`config.mk`:
```
export PLATFORM = sky130hd
export DESIGN_NAME = axi2tlul
export DESIGN_NICKNAME = d
export VERILOG_FILES = /design/src/rtl/tlul2axi_pkg.sv /design/src/rtl/tlul_pkg.sv /design/src/rtl/axi2tlul_addr_gen.sv /design/src/rtl/axi2tlul.sv
export SDC_FILE = /design/constraint.sdc
export NUM_CORES = 1
export LEC_CHECK = 0
export CAP_MARGIN = 15
export CORE_UTILIZATION = 30
export CTS_CLUSTER_DIAMETER = 150
export DETAILED_ROUTE_END_ITERATION = 8
export HOLD_SLACK_MARGIN = 0.1
export PLACE_DENSITY = 0.64
export SLEW_MARGIN = 5
export SYNTH_ARGS = -nofsm -noshare
export SYNTH_HDL_FRONTEND = slang
export SYNTH_SLANG_ARGS = --single-unit
```
`constraint.sdc`:
```
create_clock -name clk_i -period 5.7 [get_ports clk_i]
set_input_delay 0.57 -clock clk_i [delete_from_list [all_inputs] [get_ports clk_i]]
set_output_delay 0.57 -clock clk_i [all_outputs]
set_load 0.03 [all_outputs]
```
`src/rtl/tlul2axi_pkg.sv`:
```
// Shared types for the AXI4 subordinate to TL-UL host bridge: AXI channel
// structs, bridge FSM state enum, response codes and the check for burst
// shapes the bridge cannot translate.
package tlul2axi_pkg;

    localparam int unsigned AXI_ID_WIDTH = 4;

    localparam logic [1:0] RESP_OKAY   = 2'b00;
    localparam logic [1:0] RESP_SLVERR = 2'b10;

    localparam logic [1:0] BURST_FIXED = 2'b00;
    localparam logic [1:0] BURST_INCR  = 2'b01;
    localparam logic [1:0] BURST_WRAP  = 2'b10;

    typedef enum logic [2:0] {
        IDLE,
        RD_REQ,
        RD_RSP,
        WR_REQ,
        WR_RSP,
        WR_B
    } axi2tlul_state_e;

    typedef struct packed {
        logic [AXI_ID_WIDTH-1:0] id;
        logic [31:0]             addr;
        logic [7:0]              len;
        logic [2:0]              size;
        logic [1:0]              burst;
    } axi_ax_t;

    typedef struct packed {
        logic [31:0] data;
        logic [3:0]  strb;
        logic        last;
    } axi_w_t;

    typedef struct packed {
        logic [AXI_ID_WIDTH-1:0] id;
        logic [1:0]              resp;
    } axi_b_t;

    typedef struct packed {
        logic [AXI_ID_WIDTH-1:0] id;
        logic [31:0]             data;
        logic [1:0]              resp;
        logic                    last;
    } axi_r_t;

    typedef struct packed {
        axi_ax_t aw;
        logic    aw_valid;
        axi_w_t  w;
        logic    w_valid;
        logic    b_ready;
        axi_ax_t ar;
        logic    ar_valid;
        logic    r_ready;
    } slv_req_t;

    typedef struct packed {
        logic   aw_ready;
        logic   ar_ready;
        logic   w_ready;
        logic   b_valid;
        axi_b_t b;
        logic   r_valid;
        axi_r_t r;
    } slv_rsp_t;

    // WRAP (and the reserved burst encoding) or beats wider than 32 bits
    // cannot be mapped onto TL-UL and are answered locally with SLVERR.
    function automatic logic unsupported(input logic [1:0] burst, input logic [2:0] size);
        return burst[1] || (size > 3'd2);
    endfunction

endpackage

```
`src/rtl/tlul_pkg.sv`:
```
// TL-UL types used by the AXI-to-TL-UL bridge.
//   tl_h2d_t : host-to-device A channel plus d_ready
//   tl_d2h_t : device-to-host D channel plus a_ready
package tlul_pkg;

    typedef enum logic [2:0] {
        PutFullData    = 3'h0,
        PutPartialData = 3'h1,
        Get            = 3'h4
    } tl_a_op_e;

    typedef struct packed {
        logic        a_valid;
        tl_a_op_e    a_opcode;
        logic [1:0]  a_size;
        logic [7:0]  a_source;
        logic [31:0] a_address;
        logic [3:0]  a_mask;
        logic [31:0] a_data;
        logic        d_ready;
    } tl_h2d_t;

    typedef struct packed {
        logic        d_valid;
        logic [31:0] d_data;
        logic        d_error;
        logic        a_ready;
    } tl_d2h_t;

endpackage

```
`src/rtl/axi2tlul_addr_gen.sv`:
```
// Beat address helper for axi2tlul.
//   addr         : current beat address
//   size, burst  : captured AXI size / burst type
//   next_addr    : address of the following beat (FIXED holds, INCR steps)
//   aligned_addr : current address aligned down to the beat size
//   get_mask     : byte lanes of a Get for this size and address
module axi2tlul_addr_gen
    import tlul2axi_pkg::*;
(
    input  logic [31:0] addr,
    input  logic [2:0]  size,
    input  logic [1:0]  burst,
    output logic [31:0] next_addr,
    output logic [31:0] aligned_addr,
    output logic [3:0]  get_mask
);

    logic [31:0] step;

    always_comb begin
        step         = 32'd1 << size;
        next_addr    = (burst == BURST_FIXED) ? addr : addr + step;
        aligned_addr = addr & ~(step - 32'd1);
        case (size)
            3'd0:    get_mask = 4'b0001 << addr[1:0];
            3'd1:    get_mask = addr[1] ? 4'b1100 : 4'b0011;
            default: get_mask = 4'b1111;
        endcase
    end

endmodule

```
`src/rtl/axi2tlul.sv`:
```
// AXI4 subordinate to TL-UL host bridge, one transaction at a time.
//   clk_i, rst_ni : clock, asynchronous active-low reset
//   axi_req_i     : AXI AW/W/B-ready/AR/R-ready from the manager
//   axi_rsp_o     : AXI ready/B/R back to the manager
//   tl_o          : TL-UL A channel and d_ready
//   tl_i          : TL-UL D channel and a_ready
// Macro AXI2TLUL_RD_PRIO_EN: when defined AR always beats a simultaneous AW;
// otherwise a round-robin pointer (reset favours reads) decides.
module axi2tlul #(
    parameter int unsigned AXI_ID_WIDTH = tlul2axi_pkg::AXI_ID_WIDTH,
    parameter type axi_req_t = tlul2axi_pkg::slv_req_t,
    parameter type axi_rsp_t = tlul2axi_pkg::slv_rsp_t
) (
    input  logic              clk_i,
    input  logic              rst_ni,
    input  axi_req_t          axi_req_i,
    output axi_rsp_t          axi_rsp_o,
    output tlul_pkg::tl_h2d_t tl_o,
    input  tlul_pkg::tl_d2h_t tl_i
);
    import tlul2axi_pkg::*;

    axi2tlul_state_e         state;
    logic [AXI_ID_WIDTH-1:0] id_q;
    logic [31:0]             addr_q;
    logic [7:0]              len_q;
    logic [7:0]              cnt_q;
    logic [2:0]              size_q;
    logic [1:0]              burst_q;
    logic                    bad_q;
    logic                    err_q;
    logic                    rr_q;

    logic        grant_rd;
    logic        grant_wr;
    logic        r_fire;
    logic        w_fire;
    logic        last_beat;
    logic [31:0] next_addr;
    logic [31:0] aligned_addr;
    logic [3:0]  get_mask;
    logic        unused_wlast;

    // Beat count is tracked internally; wlast carries no extra information.
    assign unused_wlast = axi_req_i.w.last;
    assign last_beat    = (cnt_q == len_q);

    axi2tlul_addr_gen u_addr_gen (
        .addr         (addr_q),
        .size         (size_q),
        .burst        (burst_q),
        .next_addr    (next_addr),
        .aligned_addr (aligned_addr),
        .get_mask     (get_mask)
    );

    // Only one of ar_ready/aw_ready is ever raised; gated by rst_ni so no
    // handshake can be offered while reset is held.
    always_comb begin
        grant_rd = 1'b0;
        grant_wr = 1'b0;
        if (state == IDLE && rst_ni) begin
`ifdef AXI2TLUL_RD_PRIO_EN
            grant_rd = axi_req_i.ar_valid;
`else
            grant_rd = axi_req_i.ar_valid && (!axi_req_i.aw_valid || !rr_q);
`endif
            grant_wr = axi_req_i.aw_valid && !grant_rd;
        end
    end

`ifdef AXI2TLUL_RD_PRIO_EN
    logic unused_rr;
    assign unused_rr = rr_q;
`endif

    always_ff @(posedge clk_i or negedge rst_ni) begin
        if (!rst_ni) begin
            state   <= IDLE;
            id_q    <= '0;
            addr_q  <= '0;
            len_q   <= '0;
            cnt_q   <= '0;
            size_q  <= '0;
            burst_q <= '0;
            bad_q   <= 1'b0;
            err_q   <= 1'b0;
            rr_q    <= 1'b0;
        end else begin
            case (state)
                IDLE: begin
                    if (grant_rd) begin
                        id_q    <= axi_req_i.ar.id;
                        addr_q  <= axi_req_i.ar.addr;
                        len_q   <= axi_req_i.ar.len;
                        size_q  <= axi_req_i.ar.size;
                        burst_q <= axi_req_i.ar.burst;
                        bad_q   <= unsupported(axi_req_i.ar.burst, axi_req_i.ar.size);
                        cnt_q   <= '0;
                        rr_q    <= ~rr_q;
                        state   <= unsupported(axi_req_i.ar.burst, axi_req_i.ar.size) ? RD_RSP : RD_REQ;
                    end else if (grant_wr) begin
                        id_q    <= axi_req_i.aw.id;
                        addr_q  <= axi_req_i.aw.addr;
                        len_q   <= axi_req_i.aw.len;
                        size_q  <= axi_req_i.aw.size;
                        burst_q <= axi_req_i.aw.burst;
                        bad_q   <= unsupported(axi_req_i.aw.burst, axi_req_i.aw.size);
                        err_q   <= unsupported(axi_req_i.aw.burst, axi_req_i.aw.size);
                        cnt_q   <= '0;
                        rr_q    <= ~rr_q;
                        state   <= WR_REQ;
                    end
                end
                RD_REQ: begin
                    if (tl_i.a_ready) state <= RD_RSP;
                end
                RD_RSP: begin
                    if (r_fire) begin
                        if (last_beat) begin
                            state <= IDLE;
                        end else begin
                            addr_q <= next_addr;
                            cnt_q  <= cnt_q + 8'd1;
                            state  <= bad_q ? RD_RSP : RD_REQ;
                        end
                    end
                end
                WR_REQ: begin
                    // Unsupported writes drain W locally without touching TL-UL.
                    if (w_fire) begin
                        if (!bad_q) begin
                            state <= WR_RSP;
                        end else if (last_beat) begin
                            state <= WR_B;
                        end else begin
                            addr_q <= next_addr;
                            cnt_q  <= cnt_q + 8'd1;
                        end
                    end
                end
                WR_RSP: begin
                    if (tl_i.d_valid) begin
                        err_q <= err_q | tl_i.d_error;
                        if (last_beat) begin
                            state <= WR_B;
                        end else begin
                            addr_q <= next_addr;
                            cnt_q  <= cnt_q + 8'd1;
                            state  <= WR_REQ;
                        end
                    end
                end
                WR_B: begin
                    if (axi_req_i.b_ready) begin
                        err_q <= 1'b0;
                        state <= IDLE;
                    end
                end
                default: state <= IDLE;
            endcase
        end
    end

    always_comb begin
        axi_rsp_o          = '0;
        tl_o               = '0;
        r_fire             = 1'b0;
        w_fire             = 1'b0;
        axi_rsp_o.ar_ready = grant_rd;
        axi_rsp_o.aw_ready = grant_wr;
        axi_rsp_o.r.id     = id_q;
        axi_rsp_o.r.last   = last_beat;
        axi_rsp_o.b.id     = id_q;
        tl_o.a_opcode      = tlul_pkg::Get;
        tl_o.a_address     = aligned_addr;
        case (state)
            RD_REQ: begin
                tl_o.a_valid = 1'b1;
                tl_o.a_size  = size_q[1:0];
                tl_o.a_mask  = get_mask;
            end
            RD_RSP: begin
                if (bad_q) begin
                    axi_rsp_o.r_valid = 1'b1;
                    axi_rsp_o.r.resp  = RESP_SLVERR;
                end else begin
                    axi_rsp_o.r_valid = tl_i.d_valid;
                    tl_o.d_ready      = axi_req_i.r_ready;
                    axi_rsp_o.r.data  = tl_i.d_data;
                    axi_rsp_o.r.resp  = tl_i.d_error ? RESP_SLVERR : RESP_OKAY;
                end
                r_fire = axi_rsp_o.r_valid && axi_req_i.r_ready;
            end
            WR_REQ: begin
                if (bad_q) begin
                    axi_rsp_o.w_ready = 1'b1;
                end else begin
                    tl_o.a_valid      = axi_req_i.w_valid;
                    axi_rsp_o.w_ready = tl_i.a_ready;
                    tl_o.a_opcode     = (axi_req_i.w.strb == 4'hF && size_q == 3'd2) ?
                                        tlul_pkg::PutFullData : tlul_pkg::PutPartialData;
                    tl_o.a_size       = 2'd2;
                    tl_o.a_mask       = axi_req_i.w.strb;
                    tl_o.a_data       = axi_req_i.w.data;
                    tl_o.a_address    = {addr_q[31:2], 2'b00};
                end
                w_fire = axi_req_i.w_valid && axi_rsp_o.w_ready;
            end
            WR_RSP: tl_o.d_ready = 1'b1;
            WR_B: begin
                axi_rsp_o.b_valid = 1'b1;
                axi_rsp_o.b.resp  = err_q ? RESP_SLVERR : RESP_OKAY;
            end
            default: ;
        endcase
    end

endmodule

```
==> results.txt, run 1 <==
# setup viols final: 0
Count of state elements after synthesis: 63
Core Area: 0.0175 mm²
DR iter-0 viols: 426
Num ports: 310
Critical path, cell by cell: nor2b_1 -> nand2_1 -> nor2_2 -> buf_4 -> inv_1 -> nand3_1 -> and2_1 -> clkdlybuf4s50_1
DRC: 0
Clk Tree Root Cell: clkbuf_16
Worst-path clk slew: 60 ps
P_leak: 3.59 nW
Clock Skew: 4.86 ps
FFs w/ async S/R, synth: 1.00
Largest net degree at the start of global routing: 66
Worst EP required: 5130 ps
GRT Resource Usage Total: 0.222
Top cell type's share of synthesized area: 0.288
Slew @ Worst Pin: 892 ps
DRT Pass-1 Iters: 5
Final setup TNS: 0 ps
Maxcap violations: 0
Slew Limit Headroom: 0.406
Synthesized cell area: 0.00547 mm²
Share of cells above drive strength 1: 0.0463
Via density: 5.12
Reg2Reg Depth: 10
Via count: 6,348
Final core utilization: 0.503
Count of cell types in the netlist: 67
Peak fanout along the critical path: 40
Post-synth top flop: dfrtp_1
Final period util: 0.760
# rows: 48
Detailed Place HPWL: 15,700 µm
Total grt overflow: 0
Crit path max-delay family: simple AND/OR/NAND/NOR gates
Final GP Congestion: 0.857
Vias in the first global route: 5,954
Critical path depth in cells: 8
Cells after Synth: 756
Post-synth EDFFs: 0
CP max-delay cell: clkdlybuf4s50_1
Worst vdd ir: 0.000216 V
Leading area contributor after synthesis: dfrtp_1
Min-delay worst type: input port to asynchronous set/reset pin
PD cells: 549 mW/mm²
CTS tree: yes
Die ar.: 0.0188 mm²
Setup CP Type: flip-flop to output pin
Fmax: 231 MHz
PostCTS Resize Cnt: 0
Wire length per cell: 16.9 µm
Initial antenna violation count: 0
Crit path largest cell delay: 710 ps
Initial Util: 0.312
Final Hold Fails: 0
Syn_area_per_cell: 7.23 µm²
N_diodes: 0
CP Capture Type: output pin
Yosys warns: 0
CTS buffer count: 9
Layout area overhead: 61.4%
Post-route ant nets: 0
Count of final max-slew check failures: 0
CTS Buffer Depth: 2
CTS sink cnt: 63
Ranking of synthesized cells by area: dfrtp_1 (29%), nand2_1 (11%), and2_1 (9.5%), a21oi_1 (3.6%), nor2_1 (3.6%)
Outcome: completed
Fillers: 1,800
Post-CTS setup buffers: 0
Minimum clock period: 4330 ps
Quantity of hold-fixing buffers added after cts: 0
H-tree Lvls: 3
Sequential share of the synthesized area: 0.288
Post-layout net count: 1,199
Die Ht: 137 µm
Unrepaired setup endpoints after global routing: false
IO buf count: 297
Worst Path Arrival: 3760 ps
Worst-Skew Late Latency: 340 ps
Die X: 137 µm
Critical path launch point type: flip-flop
First-pass GRT wire length: 32,000 µm
Buffers & Inverters on Critical Path: 3
Final wirelength: 20,900 µm
==> synthesized netlist by cell type, types with 3 or more instances <==
| master | count |
|---|---|
| dfrtp_1 | 63 |
| nor2b_1 | 9 |
| nand2b_1 | 6 |
| nor2_1 | 52 |
| nand2_1 | 156 |
| clkbuf_1 | 42 |
| a21boi_0 | 5 |
| a41o_1 | 3 |
| o21ai_0 | 32 |
| a21oi_1 | 39 |
| buf_4 | 18 |
| and2_1 | 83 |
| a31oi_1 | 23 |
| nand3_1 | 36 |
| nand4_1 | 11 |
| xnor2_1 | 12 |
| a211oi_1 | 9 |
| inv_1 | 12 |
| nor3_1 | 6 |
| xor2_1 | 10 |
| a311oi_1 | 4 |
| a22oi_1 | 3 |
| mux2i_1 | 5 |
| o31ai_1 | 6 |
| a21o_1 | 8 |
| o211ai_1 | 7 |
| o21a_1 | 4 |
| nor4_1 | 5 |
| and3_1 | 13 |
| o311ai_1 | 4 |
| ha_1 | 11 |
| buf_2 | 8 |
| buf_1 | 6 |
==> layout by cell type, fill, tap and decap left out, types with 12 or more instances in the layout <==
cell type	Yosys	final
xnor2_1	12	12
a21oi_1	39	37
nor2_1	52	50
nand3_1	36	36
and3_1	13	13
dfrtp_1	63	63
clkdlybuf4s50_1	0	296
nand2_1	156	156
a31oi_1	23	23
and2_1	83	83
o21ai_0	32	32
==> cell families after synthesis <==
logic type / count (synthesis) / share of synthesized area
muxes: 5 / 0.00916
adders and majority gates: 11 / 0.0252
and+or+nand+nor: 394 / 0.353
buffers and inverters: 86 / 0.0732
DFF: 63 / 0.288
AOI/OAI and AO/OA: 174 / 0.215
xor gates and xnor gates: 22 / 0.0352
other: 1 / 0.000686
==> worst paths after layout <==
| path | from | slack, ps | endpoint |
|---|---|---|---|
| min in group clk_i | rr_q | 500 | rr_q |
| min reg2reg | rr_q | 500 | rr_q |
| max in group asynchronous | rst_ni | 4640 | addr_q[30] |
| max reg2reg | size_q[0] | 2050 | addr_q[22] |
| max | state[2] | 1370 | tl_o[63] |
| min | rst_ni | 490 | addr_q[5] |
==> routing by layer <==
| metal | share of wire | GRT usage |
|---|---|---|
| met1 | 0.41 | 0.273 |
| met2 | 0.49 | 0.382 |
| met3 | 0.076 | 0.0481 |
| met4 | 0.022 | 0.0757 |
| met5 | 0 | 0 |
==> layout make-up <==
cell class                      instances  area, µm²  share of cell area
Multi-Input combinational cell        617       3540               0.402
Timing Repair Buffer                  308       3050               0.346
Sequential cell                        63       1580               0.179
Tap cell                              225        282              0.0319
Clock buffer                            9        225              0.0255
Clock inverter                          7       97.6              0.0111
Inverter                               12       45.0             0.00511
==> flip-flops by register name, indices dropped and copies added (netlist names) <==
signal,count
addr_q,32
bad_q,1
burst_q,2
cnt_q,8
err_q,1
id_q,4
len_q,8
rr_q,1
size_q,3
state,3
==> power breakdown <==
part / internal [mW] / leakage, nW / switching [mW] / total [mW]
Combinational: 1.32 / 2.70 / 1.96 / 3.27
Sequential: 0.657 / 0.742 / 0.299 / 0.956
Clock: 0.383 / 0.152 / 0.227 / 0.610
==> worst reg2reg max path: stages (launching register included) <==
cell,delay [ps]
dfrtp_1,650
or3b_2,560
inv_1,80
ha_1,260
nor2b_1,240
o221ai_1,190
a31oi_1,290
o21ai_1,300
nor3_1,490
nand2_1,180
o221a_2,300
==> through the flow <==
stage / total power, mW / hold WS [ps] / area, µm² / cells / setup WS, ps
CTS: 4.87 / 505 / 8820 / 1241 / 1360
global placement: 4.20 / 491 / 8500 / 1225 / 1790
floorplan: 3.05 / 274 / 5500 / 766 / 2550
finish: 4.84 / 488 / 8820 / 1241 / 1370
detailed placement: 4.24 / 495 / 8500 / 1225 / 1730
global route: 5.19 / 512 / 8820 / 1241 / 1090
(Power assumes the default switching activity.)
==> run 2: changes to the inputs <==
Clock period 5.7 ns to 4.23 ns, I/O delays scaled along.
==> results.txt, run 2 (synthesized netlist as in run 1, its figures left out) <==
Worst EP required: 3810 ps
Die Ht: 137 µm
Post-CTS setup buffers: 0
Initial Util: 0.312
Slew @ Worst Pin: 929 ps
Via count: 6,333
Critical path, cell by cell: nor2b_1 -> nand2_1 -> nor2_2 -> inv_1 -> nand3_1 -> and2_1 -> clkdlybuf4s50_1
# rows: 48
IO buf count: 297
Crit path largest cell delay: 670 ps
P_leak: 3.59 nW
CTS Buffer Depth: 2
Count of final max-slew check failures: 0
Final GP Congestion: 0.876
Final core utilization: 0.502
Final setup TNS: 0 ps
Vias in the first global route: 5,829
Die X: 137 µm
Largest net degree at the start of global routing: 63
Core Area: 0.0175 mm²
First-pass GRT wire length: 31,600 µm
Num ports: 310
Slew Limit Headroom: 0.380
PD cells: 732 mW/mm²
Post-layout net count: 1,199
Fmax: 280 MHz
CP max-delay cell: clkdlybuf4s50_1
Minimum clock period: 3570 ps
Most frequent cells in the layout: clkdlybuf4s50_1 (295), nand2_1 (156), and2_1 (83), dfrtp_1 (63), nor2_1 (50)
# setup viols final: 0
CTS buffer count: 9
Setup crit start: state[1]
Fillers: 1,772
Worst vdd ir: 0.000311 V
Largest registers: addr_q: 32 flops, cnt_q: 8 flops, len_q: 8 flops
Final period util: 0.844
CTS sink cnt: 63
Reg2reg setup slack: 860 ps
Area after DPL: 0.00849 mm²
Initial antenna violation count: 0
DR iter-0 viols: 326
Outcome: completed
Worst-Skew Late Latency: 340 ps
Unrepaired setup endpoints after global routing: false
GRT Resource Usage Total: 0.220
Pwr Total: 6.44 mW
Layout area overhead: 60.9%
Setup CP Type: flip-flop to output pin
Clk Tree Root Cell: clkbuf_16
Total grt overflow: 0
Via density: 5.10
H-tree Lvls: 3
Worst Path Arrival: 3150 ps
CP Capture Type: output pin
Die ar.: 0.0188 mm²
Hold_ws: 433 ps
FF+latch area: 0.00158 mm²
Commonest non-fill, non-tap cell in the layout: clkdlybuf4s50_1
N_diodes: 0
CTS tree: yes
Post-route ant nets: 0
Max reg flops: 32
Final Hold Fails: 0
Detailed Place HPWL: 15,600 µm
Maxcap violations: 0
Min-delay worst type: input port to asynchronous set/reset pin
DRC: 0
Peak fanout along the critical path: 11
Biggest register: addr_q
Critical R2R Launch: size_q[0]
Worst-path clk slew: 60 ps
DRT Pass-1 Iters: 4
Worst r2r dst: addr_q[22]
Clock Skew: 4.93 ps
Reg2Reg Depth: 10
Share of cells above drive strength 1: 0.0463
Wire length per cell: 16.6 µm
Critical path launch point type: flip-flop
Fin area: 0.00880 mm²
Final wirelength: 20,600 µm
Area of the multi-input gates: 0.00354 mm²
## run 2: cell count changes in the layout (fill, tap and decap cells not counted)
| cell | previous run | this run |
|---|---|---|
| dlygate4sd3_1 | 0 | 1 |
| clkbuf_8 | 0 | 1 |
| bufinv_16 | 2 | 1 |
| clkdlybuf4s50_1 | 296 | 295 |
| clkinv_4 | 2 | 0 |
| clkinv_2 | 1 | 3 |
## run 2: through the flow
stage / cells / setup slack, ps
3_5_place_dp: 1224 / 874
6_report: 1241 / 659
3_3_place_gp: 1224 / 911
4_1_cts: 1241 / 647
2_1_floorplan: 766 / 1080
5_1_grt: 1241 / 388
## run 2: final cells by class
| cell class | count | area share |
|---|---|---|
| tap | 225 | 0.0320 |
| clock inverter | 6 | 0.00683 |
| timing repair buffer | 308 | 0.347 |
| sequential | 63 | 0.179 |
| multi-input combinational | 617 | 0.403 |
| inverter | 12 | 0.00512 |
| clock buffer | 10 | 0.0272 |
## run 2: how the worst max path moves through the flow
stage	end	slack, ps	depth (start not counted)
floorplan	addr_q[31]	1080	11
global placement	addr_q[27]	910	10
detailed placement	addr_q[31]	870	10
CTS	tl_o[67]	650	7
global route	tl_o[57]	390	7
finish	tl_o[67]	660	7
## run 2: what timing repair did
action                     CTS  global route
hold buffers                 1             0
hold endpoints to repair     1             0
setup endpoints to repair    0             0
resized for setup            0             0
## run 2: power by group
part | switching [mW] | total (mW) | leakage (nW) | internal, mW
logic | 2.64 | 4.42 | 2.70 | 1.78
clock network | 0.298 | 0.767 | 0.144 | 0.469
registers | 0.368 | 1.25 | 0.742 | 0.887
total | 3.31 | 6.44 | 3.59 | 3.13
## run 2: worst max-delay path: cells and delay by family, from the launching register on
kind	cells	cell delay, ps
buffers and inverters	2	850
and+or+nand+nor	5	1410
DFF	1	530
## run 2: layer usage
layer  routed length, µm  share of wire  global-route usage
met5                   0              0                   0
met3                1490          0.072              0.0426
met1                8670           0.42               0.276
met2                9810           0.48               0.369
met4                 579          0.028              0.0897
